--- src/rtl/proc_control_unit.sv ---
// proc_control_unit: multi-cycle control FSM for the 16-bit processor.
// Owns PC and IR, fetches from an asynchronous instruction ROM, decodes the
// opcode and drives register-file, ALU and data-memory control one state at a
// time. All datapath controls are Moore outputs decoded from state and IR.
//
// Ports:
//   Clk, Reset        clock, asynchronous active-high reset
//   Instr_data        ROM word at PC_addr, sampled in FETCH
//   PC_addr, IR_out   program counter and instruction register
//   D_addr, D_wr      data memory address / write enable
//   RF_s              register-file write mux: 1 = data memory, 0 = ALU
//   RF_W_addr/_en     register-file write port
//   RF_Ra/Rb_addr     register-file read ports
//   ALU_s0            ALU op: 000 pass A, 001 add, 010 sub
//   State, Halted     debug state encoding, high while halted
module proc_control_unit #(
    parameter int unsigned PC_W = 7,
    parameter int unsigned D_AW = 8
) (
    input  logic              Clk,
    input  logic              Reset,
    input  logic [15:0]       Instr_data,
    output logic [PC_W-1:0]   PC_addr,
    output logic [15:0]       IR_out,
    output logic [D_AW-1:0]   D_addr,
    output logic              D_wr,
    output logic              RF_s,
    output logic [3:0]        RF_W_addr,
    output logic              RF_W_en,
    output logic [3:0]        RF_Ra_addr,
    output logic [3:0]        RF_Rb_addr,
    output logic [2:0]        ALU_s0,
    output logic [3:0]        State,
    output logic              Halted
);

    localparam logic [3:0] StInit   = 4'd0;
    localparam logic [3:0] StFetch  = 4'd1;
    localparam logic [3:0] StDecode = 4'd2;
    localparam logic [3:0] StNoop   = 4'd3;
    localparam logic [3:0] StLoadA  = 4'd4;
    localparam logic [3:0] StLoadB  = 4'd5;
    localparam logic [3:0] StStore  = 4'd6;
    localparam logic [3:0] StAdd    = 4'd7;
    localparam logic [3:0] StSub    = 4'd8;
    localparam logic [3:0] StHalt   = 4'd9;

    localparam logic [3:0] OpNoop  = 4'h0;
    localparam logic [3:0] OpStore = 4'h1;
    localparam logic [3:0] OpLoad  = 4'h2;
    localparam logic [3:0] OpAdd   = 4'h3;
    localparam logic [3:0] OpSub   = 4'h4;
    localparam logic [3:0] OpHalt  = 4'h5;

    logic [3:0]      state_q, state_d;
    logic [PC_W-1:0] pc_q;
    logic [15:0]     ir_q;

    // Next-state decode
    always_comb begin
        state_d = state_q;
        case (state_q)
            StInit:   state_d = StFetch;
            StFetch:  state_d = StDecode;
            StDecode: begin
                case (ir_q[15:12])
                    OpNoop:  state_d = StNoop;
                    OpStore: state_d = StStore;
                    OpLoad:  state_d = StLoadA;
                    OpAdd:   state_d = StAdd;
                    OpSub:   state_d = StSub;
                    OpHalt:  state_d = StHalt;
                    default: state_d = StNoop;  // undefined opcodes behave as NOOP
                endcase
            end
            StNoop:   state_d = StFetch;
            StLoadA:  state_d = StLoadB;
            StLoadB:  state_d = StFetch;
            StStore:  state_d = StFetch;
            StAdd:    state_d = StFetch;
            StSub:    state_d = StFetch;
            StHalt:   state_d = StHalt;
            default:  state_d = StInit;
        endcase
    end

    always_ff @(posedge Clk or posedge Reset) begin
        if (Reset) begin
            state_q <= StInit;
            pc_q    <= '0;
            ir_q    <= '0;
        end else begin
            state_q <= state_d;
            if (state_q == StInit) begin
                pc_q <= '0;
            end else if (state_q == StFetch) begin
                ir_q <= Instr_data;
                pc_q <= pc_q + 1'b1;  // wraps naturally at 2^PC_W
            end
        end
    end

    // Moore outputs; reset clears them at once because state and IR reset asynchronously
    always_comb begin
        D_addr     = '0;
        D_wr       = 1'b0;
        RF_s       = 1'b0;
        RF_W_addr  = 4'd0;
        RF_W_en    = 1'b0;
        RF_Ra_addr = 4'd0;
        RF_Rb_addr = 4'd0;
        ALU_s0     = 3'b000;
        Halted     = 1'b0;
        case (state_q)
            StLoadA, StLoadB: begin
                D_addr    = D_AW'(ir_q[11:4]);
                RF_s      = 1'b1;
                RF_W_addr = ir_q[3:0];
                // LOAD_A only waits out the synchronous memory read
                RF_W_en   = (state_q == StLoadB);
            end
            StStore: begin
                RF_Ra_addr = ir_q[11:8];
                D_addr     = D_AW'(ir_q[7:0]);
                D_wr       = 1'b1;
            end
            StAdd, StSub: begin
                RF_Ra_addr = ir_q[11:8];
                RF_Rb_addr = ir_q[7:4];
                RF_W_addr  = ir_q[3:0];
                RF_W_en    = 1'b1;
                ALU_s0     = (state_q == StAdd) ? 3'b001 : 3'b010;
            end
            StHalt: Halted = 1'b1;
            default: ;
        endcase
    end

    assign PC_addr = pc_q;
    assign IR_out  = ir_q;
    assign State   = state_q;

endmodule

--- config.mk ---
export PLATFORM = sky130hd
export DESIGN_NAME = proc_control_unit
export DESIGN_NICKNAME = d
export VERILOG_FILES = /design/src/rtl/proc_control_unit.sv
export SDC_FILE = /design/constraint.sdc
export NUM_CORES = 1
export LEC_CHECK = 0
export BUFFER_PORTS_ARGS = -buffer_cell sky130_fd_sc_hd__buf_4
export CAP_MARGIN = 5
export CORE_MARGIN = 4
export CORE_UTILIZATION = 49
export DETAILED_ROUTE_END_ITERATION = 10
export GPL_TIMING_DRIVEN = 0
export PLACE_DENSITY_LB_ADDON = 0.2
export SYNTH_ARGS = -nofsm -noshare
export SYNTH_HDL_FRONTEND = slang
export SYNTH_SLANG_ARGS = --single-unit
export TNS_END_PERCENT = 20
--- constraint.sdc ---
create_clock -name Clk -period 3.63 [get_ports Clk]
set_input_delay 0.1815 -clock Clk [delete_from_list [all_inputs] [get_ports Clk]]
set_output_delay 0.1815 -clock Clk [all_outputs]
set_load 0.02 [all_outputs]
==> reports/results.tsv, run 1 <==
stage	metric	value	unit
run_status	status	completed	
critical_path	CP startpoint	State[2]	
clock_network	Sink Count	27	
global_routing	All-Layer GR Usage	0.203	
min_path	Worst Hold Class	in -> async	
sta	Slew Viols, Final	0	
finish	Storage cell area	676	um2
logic_synthesis	synthesized net count	155	
critical_path	Required @ worst endpoint	3.45	ns
critical_path	crit-path max FO	10	
drt	Starting DRT DRC Count	60	
floorplanning	height of the die	62.7	um
critical_path	R2R depth	4	
logic_synthesis	top post-synthesis cells by area	dfrtp_1 46%, mux2_2 13%, a22o_1 6.0%	
logic_synthesis	Cell Area, Synth	1470	um2
power	Worst VDD drop	0.557	mV
power	clock power share	0.073	
floorplanning	die area	3940	um2
floorplanning	die width	62.7	um
finish	multi-input logic area	743	um2
power	Pint	986	uW
clock_network	hold buffers post-CTS	0	
logic_synthesis	post-synth top area share	0.460	
drt	Antenna Violating Nets Remaining	0	
drt	DRC violations left	0	
logic_synthesis	cell taking the most area after synthesis	dfrtp_1	
critical_path	RR Endpoint	IR_out[9]	
flow_run	Max-Cap Viols	0	
drt	routed via count	1367	
drt	Avg Vias per Cell	5.67	
clock_network	CTS H-Tree Depth	1	
drt	DR WL/cell	15.9	um
logic_synthesis	Cells after Synth	136	
clock_network	CTS Buffer Depth	2	
placed_design	dpl ws	1.81	ns
logic_synthesis	Main synth FF type	dfrtp_1	
power	switching share of total power	0.450	
finish	share of cells above drive strength 1	0.486	
critical_path	reg2reg setup slack	1.82	ns
logic_synthesis	Seq/Total Area, Yosys	0.460	
sta	Slew @ Worst Pin	0.998	ns
clock_network	Post-CTS Setup Repair Bufs	0	
clock_network	number of CTS-inserted buffers	3	
logic_synthesis	Post-synth top cells	27 x dfrtp_1, 17 x mux2_2, 10 x a22o_1	
finish	# fillers	208	
global_routing	largest net degree at the start of global routing	28	
logic_synthesis	cell with the most instances after synthesis	dfrtp_1	
global_routing	initial antenna violation count	0	
floorplanning	effective utilization at floorplan	0.523	
global_routing	first-pass GRT wire length	6530	um
sta	clock skew	0.0201	ns
global_routing	vias in the first global route	1449	
logic_synthesis	count of cell types in the netlist	36	
sta	fin crit share	0.605	
sta	unrepaired setup endpoints after global routing	no	
finish	fin nets	230	
global_routing	GRT overflow	0	
placed_design	dpl hpwl	2980	um
clock_network	clock-pin slew on the worst setup and hold paths	0.16	ns
logic_synthesis	#FFs+latches synth	27	
power	Reg power frac	0.341	
floorplanning	# IOs	72	
power	Net Switching	808	uW
sta	Setup WS post-layout	1.44	ns
floorplanning	Core Footprint	2810	um2
critical_path	R2R Path Start	State[3]	
sta	final hold viol count	0	
clock_network	Post-CTS Resized	0	
logic_synthesis	Avg Cell Area, Syn	10.8	um2
clock_network	latest clock arrival within the worst-skew pair	0.33	ns
logic_synthesis	Post-synth EDFFs	0	
drt	iteration count of the initial detailed-routing pass	6	
drt	Routed WL	3830	um
critical_path	critical path class	reg -> out	
clock_network	TritonCTS clock tree	done	
placed_design	Routability Congestion	0.780	
power	Leak	0.00102	uW
sta	Worst slew margin	0.334	
placed_design	port bufs	70	
clock_network	CTS root buffer	clkbuf_4	
finish	number of diodes	0	
sta	Post-Route Setup TNS	0	ns
floorplanning	row count	19	
logic_synthesis	synth warn	0	
critical_path	Setup crit start kind	flop	
sta	final setup vio count	0	
power	logic gate share of total power	0.586	
critical_path	Critical Path End Type	output pin	
critical_path	CP arrival	2.01	ns
finish	final core utilization	0.734	
sta	crit path time final	2.19	ns
logic_synthesis	Synth async-reset ratio	1.00	
sta	max frequency	0.456	GHz
finish	Area Growth Syn to Fin	40.3	%
power	power density cells	871	nW/um2
## flip-flops by register name, summed over array words and instances, names as in the netlist
signal   cells
State        4
IR_out      16
PC_addr      7
## metrics by stage
stage | power [uW] | hold WS (ns) | instance area [um2] | instances
6_report | 1790 | 0.0584 | 2060 | 241
5_1_grt | 1920 | 0.0513 | 2060 | 241
4_1_cts | 1810 | 0.0634 | 2060 | 241
3_5_place_dp | 1670 | 0.417 | 2030 | 237
3_3_place_gp | 1630 | 0.414 | 2030 | 237
2_1_floorplan | 1260 | 0.234 | 1470 | 136
## area by class of cell
cell class / instances / area share
Multi-Input combinational cell: 99 / 0.361
Sequential cell: 27 / 0.328
Timing Repair Buffer: 70 / 0.255
Buffer: 9 / 0.0219
Tap cell: 31 / 0.0188
Clock buffer: 3 / 0.0109
Clock inverter: 1 / 0.00243
Inverter: 1 / 0.00182
## kinds of logic (layout without fill, tap and decap cells)
logic type	Yosys count	in the layout	share of synthesized area
XOR/XNOR	1	1	0.00597
multiplexers	18	18	0.137
buffers and inverters	10	84	0.0333
AO/OA/AOI/OAI	28	28	0.142
adder cells (fa/ha/maj)	1	1	0.00852
AND/OR/NAND/NOR	50	50	0.211
flip-flops	27	27	0.460
other	1	1	0.00256
## power groups by stage
stage / clock (uW) / combinational (uW) / sequential (uW)
global route: 150 / 1130 / 641
CTS: 134 / 1060 / 612
detailed placement: 0 / 1060 / 616
global placement: 0 / 1030 / 607
floorplan: 0 / 513 / 748
finish: 131 / 1050 / 612
## how the worst max path moves through the flow
stage | to | cells after the start
CTS | D_addr[0] | 5
detailed placement | D_addr[0] | 5
floorplan | RF_W_addr[0] | 4
global placement | D_addr[4] | 5
finish | D_addr[0] | 5
global route | D_addr[0] | 5
## metal layers
layer,GRT usage,vias up,wire [um]
met5,0,-,0
met4,0.0854,0,87
met3,0.0522,9,296
met2,0.344,58,1840
met1,0.245,655,1600
li1,-,645,-
## critical path: stages (launching register included)
cell and delay (ns):
dfrtp_1 0.46, buf_2 0.24, nand2b_1 0.10, nor2_1 0.51, a22o_1 0.24, buf_4 0.14
## layout by cell type (no fill, tap or decap), drive strengths merged, types with 3 or more instances in the layout
cell type / synthesis / final
a211oi: 3 / 3
a21oi: 5 / 5
a22o: 10 / 10
and2: 8 / 8
and3: 3 / 3
buf: 7 / 77
clkbuf: 2 / 5
dfrtp: 27 / 27
mux2: 17 / 17
nand2: 5 / 5
nand2b: 8 / 8
nor2: 6 / 6
nor2b: 5 / 5
or4: 3 / 3
No activity file was read; power rests on OpenSTA's default activity.
==> run 2, diff against run 1 <==
--- a/config.mk
+++ b/config.mk
@@ -8,7 +8,7 @@
 export BUFFER_PORTS_ARGS = -buffer_cell sky130_fd_sc_hd__buf_4
 export CAP_MARGIN = 5
 export CORE_MARGIN = 4
-export CORE_UTILIZATION = 49
+export CORE_UTILIZATION = 45
 export DETAILED_ROUTE_END_ITERATION = 10
 export GPL_TIMING_DRIVEN = 0
 export PLACE_DENSITY_LB_ADDON = 0.2
==> constraint.sdc (replaced) <==
create_clock -name Clk -period 2.2 [get_ports Clk]
set_input_delay 0.11 -clock Clk [delete_from_list [all_inputs] [get_ports Clk]]
set_output_delay 0.11 -clock Clk [all_outputs]
set_load 0.02 [all_outputs]
==> run 2 against run 1 <==
Final cell count is 6.2% higher. Sequential cell count stayed put. Power is 66% higher. Clock power is 64% higher. Global-route usage is 1.3 points lower. Hold slack worse by 0.053 ns. Utilization is 4.9 points lower. Highest routed layer unchanged. Combinational power is 66% higher. Clock-buffer cell count is 1 higher. Sequential share of layout area is 0.76 points lower.
==> reports/results.tsv, run 2 (same netlist as run 1, synthesis figures left out) <==
stage	metric	value	unit	change
run_status	status	completed		
floorplanning	height of the die	65.1	um	+3.8%
drt	Antenna Violating Nets Remaining	0		unchanged
placed_design	port bufs	70		unchanged
clock_network	TritonCTS clock tree	done		
finish	Area Growth Syn to Fin	43.6	%	
power	Pwr Total	2970	uW	+66%
critical_path	CP arrival	1.91	ns	-0.10 ns
drt	routed via count	1357		-0.73%
global_routing	All-Layer GR Usage	0.190		-0.0132
clock_network	number of CTS-inserted buffers	3		unchanged
global_routing	first-pass GRT wire length	6370	um	-2.5%
sta	clock skew	0.00751	ns	-0.0126 ns
critical_path	Setup crit start kind	flop		
floorplanning	effective utilization at floorplan	0.477		-0.0464
sta	final setup vio count	0		unchanged
placed_design	dpl hpwl	2920	um	-2.1%
floorplanning	# IOs	72		unchanged
clock_network	CTS root buffer	clkbuf_4		
drt	DRC violations left	0		unchanged
finish	share of cells above drive strength 1	0.486		about the same
sta	Slew Viols, Final	0		unchanged
sta	Slew @ Worst Pin	1.01	ns	+0.00814 ns
floorplanning	die area	4240	um2	+7.7%
clock_network	Post-CTS Setup Repair Bufs	0		unchanged
critical_path	Critical Path End Type	output pin		
clock_network	clock-pin slew on the worst setup and hold paths	0.14	ns	-0.02 ns
clock_network	CTS Buffer Depth	2		unchanged
finish	most frequent cells in the layout	71 x buf_4, 27 x dfrtp_1, 17 x mux2_2		
drt	Routed WL	3920	um	+2.4%
drt	iteration count of the initial detailed-routing pass	4		-2
critical_path	crit-path max FO	10		unchanged
clock_network	CTS H-Tree Depth	1		unchanged
floorplanning	Core Footprint	3080	um2	+9.7%
global_routing	largest net degree at the start of global routing	28		unchanged
sta	Post-Route Setup TNS	0	ns	unchanged
drt	DR WL/cell	15.3	um	-3.6%
finish	max FFs per register	16		unchanged
global_routing	GRT overflow	0		unchanged
finish	number of diodes	0		unchanged
sta	Worst slew margin	0.329		-0.00543
clock_network	Sink Count	27		unchanged
global_routing	vias in the first global route	1355		-6.5%
flow_run	Max-Cap Viols	0		unchanged
placed_design	Routability Congestion	0.830		+6.4%
critical_path	Required @ worst endpoint	2.09	ns	-1.36 ns
critical_path	critical path class	reg -> out		
power	Leak	0.00103	uW	+0.56%
finish	most common cell after layout, fill and taps aside	buf_4		
sta	fin crit share	0.918		
floorplanning	die width	65.1	um	+3.8%
drt	Starting DRT DRC Count	54		-10%
sta	unrepaired setup endpoints after global routing	no		
power	Worst VDD drop	0.671	mV	+21%
floorplanning	row count	20		+1
finish	fin nets	232		+0.87%
min_path	Worst Hold Class	in -> async		
drt	Avg Vias per Cell	5.30		-6.5%
clock_network	latest clock arrival within the worst-skew pair	0.32	ns	about the same
sta	crit path time final	2.02	ns	
global_routing	initial antenna violation count	0		unchanged
power	power density cells	1410	nW/um2	+62%
sta	final hold viol count	0		unchanged
sta	max frequency	0.495	GHz	
[run 2: cell types whose count changed in the layout (fill, tap and decap cells not counted), sizes merged]
cell         previous run  this run
dlygate4sd3             0         2
clkbuf                  5         6
clkinv                  1         0
[run 2: what timing repair did]
action                                 in CTS  in global routing
endpoints found under the hold margin       0                  2
resized for setup                           0                  3
setup endpoints to repair                   0                  9
hold buffers                                0                  2
[run 2: stage by stage]
step,hold slack [ns],worst slack (ns),cell area [um2],std cells,util
floorplan,0.163,0.278,1470,136,-
global placement,0.343,0.486,2050,250,0.665
detailed placement,0.348,0.454,2050,250,0.665
CTS,0.00664,0.0525,2070,254,0.674
global route,0.00316,0.00100,2110,256,0.685
finish,0.00548,0.179,2110,256,0.685
[run 2: final timing paths]
kind	start	end	slack (ns)	cells after the start
worst max register to register	State[3]	IR_out[11]	0.44	4
min in group Clk	Instr_data[1]	IR_out[1]	0.01	2
worst min-delay path	Reset	IR_out[3]	0.005	2
max in group asynchronous	Reset	IR_out[13]	1.59	2
worst max-delay path	State[2]	D_addr[4]	0.18	5
worst min register to register	PC_addr[0]	PC_addr[0]	0.54	1
[run 2: power by group]
part	switching (uW)	internal, uW	total, uW
Sequential	292	728	1020
Clock	144	71.0	215
Combinational	904	836	1740
[run 2: worst max-delay path, cell delays in order (launching register included)]
cell and delay (ns):
dfrtp_1 0.48, buf_2 0.25, nand2b_1 0.14, nor2_2 0.36, a22o_1 0.22, buf_4 0.14
[run 2: cell type report]
type,instances,area [um2]
Tap cell,44,55.1
Sequential cell,27,676
Multi-Input combinational cell,99,757
Timing Repair Buffer,72,546
Fill cell,247,970
Clock buffer,4,26.3
Inverter,1,3.75
Buffer,9,45.0
[run 2: metal layers]
| metal | GRT usage | up-vias | share of wire |
|---|---|---|---|
| met1 | 0.248 | 644 | 0.43 |
| met2 | 0.321 | 54 | 0.48 |
| met4 | 0.0466 | 0 | 0.010 |
| li1 | - | 654 | - |
| met3 | 0.0444 | 5 | 0.074 |
| met5 | 0 | - | 0 |
==> run 3, diff against run 2 <==
--- a/config.mk
+++ b/config.mk
@@ -11,7 +11,7 @@
 export CORE_UTILIZATION = 45
 export DETAILED_ROUTE_END_ITERATION = 10
 export GPL_TIMING_DRIVEN = 0
-export PLACE_DENSITY_LB_ADDON = 0.2
+export PLACE_DENSITY = 0.83
 export SYNTH_ARGS = -nofsm -noshare
 export SYNTH_HDL_FRONTEND = slang
 export SYNTH_SLANG_ARGS = --single-unit
==> run 3 against run 2 <==
Final area unchanged. Power about the same. Sequential cell count unchanged. Largest cell class unchanged.
==> reports/results.tsv, run 3 (same netlist as run 1, synthesis figures left out) <==
stage	metric	value	unit	change
power	Leak	0.00103	uW	unchanged
critical_path	crit-path max FO	10		unchanged
finish	fin nets	232		unchanged
global_routing	largest net degree at the start of global routing	28		unchanged
drt	DRC violations left	0		unchanged
power	Worst VDD drop	0.700	mV	+4.2%
clock_network	CTS Buffer Depth	2		unchanged
sta	max frequency	0.498	GHz	+0.71%
drt	iteration count of the initial detailed-routing pass	4		unchanged
critical_path	Cell Chain, Critical Path	buf_2 > nor2b_1 > a21oi_1 > nor2b_1 > buf_4		
drt	Starting DRT DRC Count	51		-5.6%
clock_network	latest clock arrival within the worst-skew pair	0.31	ns	about the same
run_status	status	completed		
power	Net Switching	1340	uW	about the same
finish	most common cell after layout, fill and taps aside	buf_4		
finish	final core utilization	0.685		unchanged
sta	Worst slew margin	0.310		-0.0187
sta	clock skew	0.0121	ns	+0.00458 ns
sta	final setup vio count	0		unchanged
critical_path	Top delay family on crit path	flip-flops		
global_routing	vias in the first global route	1349		-0.44%
sta	unrepaired setup endpoints after global routing	no		
clock_network	CTS root buffer	clkbuf_4		
critical_path	Crit-path slowest cell	dfrtp_1		
sta	crit path time final	2.01	ns	-0.0142 ns
clock_network	clock-pin slew on the worst setup and hold paths	0.14	ns	about the same
clock_network	Post-CTS Setup Repair Bufs	0		unchanged
sta	Slew @ Worst Pin	1.03	ns	+0.0280 ns
drt	routed via count	1359		+0.15%
finish	share of cells above drive strength 1	0.486		unchanged
critical_path	max incr delay on CP	0.49	ns	about the same
power	switching share of total power	0.450		about the same
drt	Routed WL	4060	um	+3.5%
critical_path	Critical Path End Type	output pin		
critical_path	worst path buffer plus inverter count	2		unchanged
global_routing	All-Layer GR Usage	0.195		+0.00470
power	logic gate share of total power	0.585		about the same
global_routing	GRT overflow	0		unchanged
critical_path	CP arrival	1.90	ns	about the same
critical_path	critical path class	reg -> out		
flow_run	Max-Cap Viols	0		unchanged
global_routing	initial antenna violation count	0		unchanged
clock_network	TritonCTS clock tree	done		
power	power density cells	1410	nW/um2	about the same
placed_design	port bufs	70		unchanged
critical_path	reg2reg setup slack	0.45	ns	about the same
power	Pint	1630	uW	about the same
floorplanning	Core Footprint	3080	um2	unchanged
floorplanning	die width	65.1	um	unchanged
drt	Avg Vias per Cell	5.31		+0.15%
floorplanning	# IOs	72		unchanged
sta	fin crit share	0.912		-0.00644
floorplanning	die area	4240	um2	unchanged
drt	Antenna Violating Nets Remaining	0		unchanged
sta	Slew Viols, Final	0		unchanged
finish	most frequent cells in the layout	71 x buf_4, 27 x dfrtp_1, 17 x mux2_2		
critical_path	Most common cell on crit path	nor2b_1		
floorplanning	row count	20		unchanged
clock_network	CTS H-Tree Depth	1		unchanged
clock_network	Sink Count	27		unchanged
critical_path	Required @ worst endpoint	2.09	ns	about the same
drt	DR WL/cell	15.9	um	+3.5%
placed_design	Routability Congestion	0.808		-2.6%
sta	Post-Route Setup TNS	0	ns	unchanged
finish	max FFs per register	16		unchanged
global_routing	first-pass GRT wire length	6460	um	+1.4%
power	clock power share	0.070		-0.002
floorplanning	height of the die	65.1	um	unchanged
finish	Area Growth Syn to Fin	43.6	%	unchanged
finish	number of diodes	0		unchanged
clock_network	number of CTS-inserted buffers	3		unchanged
sta	final hold viol count	0		unchanged
critical_path	Setup crit start kind	flop		
power	Reg power frac	0.345		+0.002
placed_design	dpl hpwl	3120	um	+6.9%
min_path	Worst Hold Class	in -> reg		
floorplanning	effective utilization at floorplan	0.477		unchanged
## run 3: cell counts in the layout (fill, tap and decap cells not counted)
Identical to the previous run, type by type.
## run 3: timing repair
item                                    CTS  global route
endpoints found under the setup margin    0            11
resized for setup                         0             3
endpoints found under the hold margin     0             2
hold buffers                              0             2
## run 3: stage by stage
stage          hold WS, ns  setup slack, ns  power (uW)  instances  cell area [um2]
2_1_floorplan        0.163            0.278        2080        136             1470
3_3_place_gp         0.343            0.471        2700        250             2050
3_5_place_dp         0.347            0.457        2760        250             2050
4_1_cts             0.0136            0.104        2970        254             2070
5_1_grt          -0.000824           0.0359        3190        256             2110
6_report            0.0158            0.194        2970        256             2110
## run 3: worst register-to-register path, cell delays in order, from the launching register on
cell	delay, ns
dfrtp_1	0.43
buf_2	0.19
nor4b_2	0.36
buf_2	0.31
mux2_2	0.37
## run 3: path summary, 6_finish.rpt
kind,start,end,depth (start not counted)
min in group asynchronous,Reset,IR_out[3],2
worst max register to register,State[3],IR_out[0],4
max in group asynchronous,Reset,State[3],2
worst min-delay path,Instr_data[7],IR_out[7],2
worst min register to register,PC_addr[0],PC_addr[0],1
worst max-delay path,State[2],RF_W_addr[1],5
## run 3: routing by layer
| metal | routed length, um | GRT usage | vias up |
|---|---|---|---|
| li1 | - | - | 648 |
| met1 | 1660 | 0.247 | 653 |
| met2 | 2020 | 0.338 | 56 |
| met3 | 367 | 0.0513 | 2 |
| met4 | 19 | 0.0337 | 0 |
| met5 | 0 | 0 | - |
## run 3: power by group through the flow
| stage | clock network, uW | registers, uW | logic [uW] |
|---|---|---|---|
| floorplan | 0 | 1230 | 846 |
| global placement | 0 | 1000 | 1690 |
| detailed placement | 0 | 1020 | 1740 |
| CTS | 215 | 1020 | 1740 |
| global route | 243 | 1080 | 1870 |
| finish | 207 | 1030 | 1740 |
## run 3: area by class of cell
| cell class | count | area (um2) |
|---|---|---|
| timing repair buffer | 72 | 546 |
| clock buffer | 4 | 26.3 |
| inverter | 1 | 3.75 |
| sequential | 27 | 676 |
| fill | 254 | 970 |
| multi-input combinational | 99 | 757 |
| buffer | 9 | 45.0 |
| tap | 44 | 55.1 |
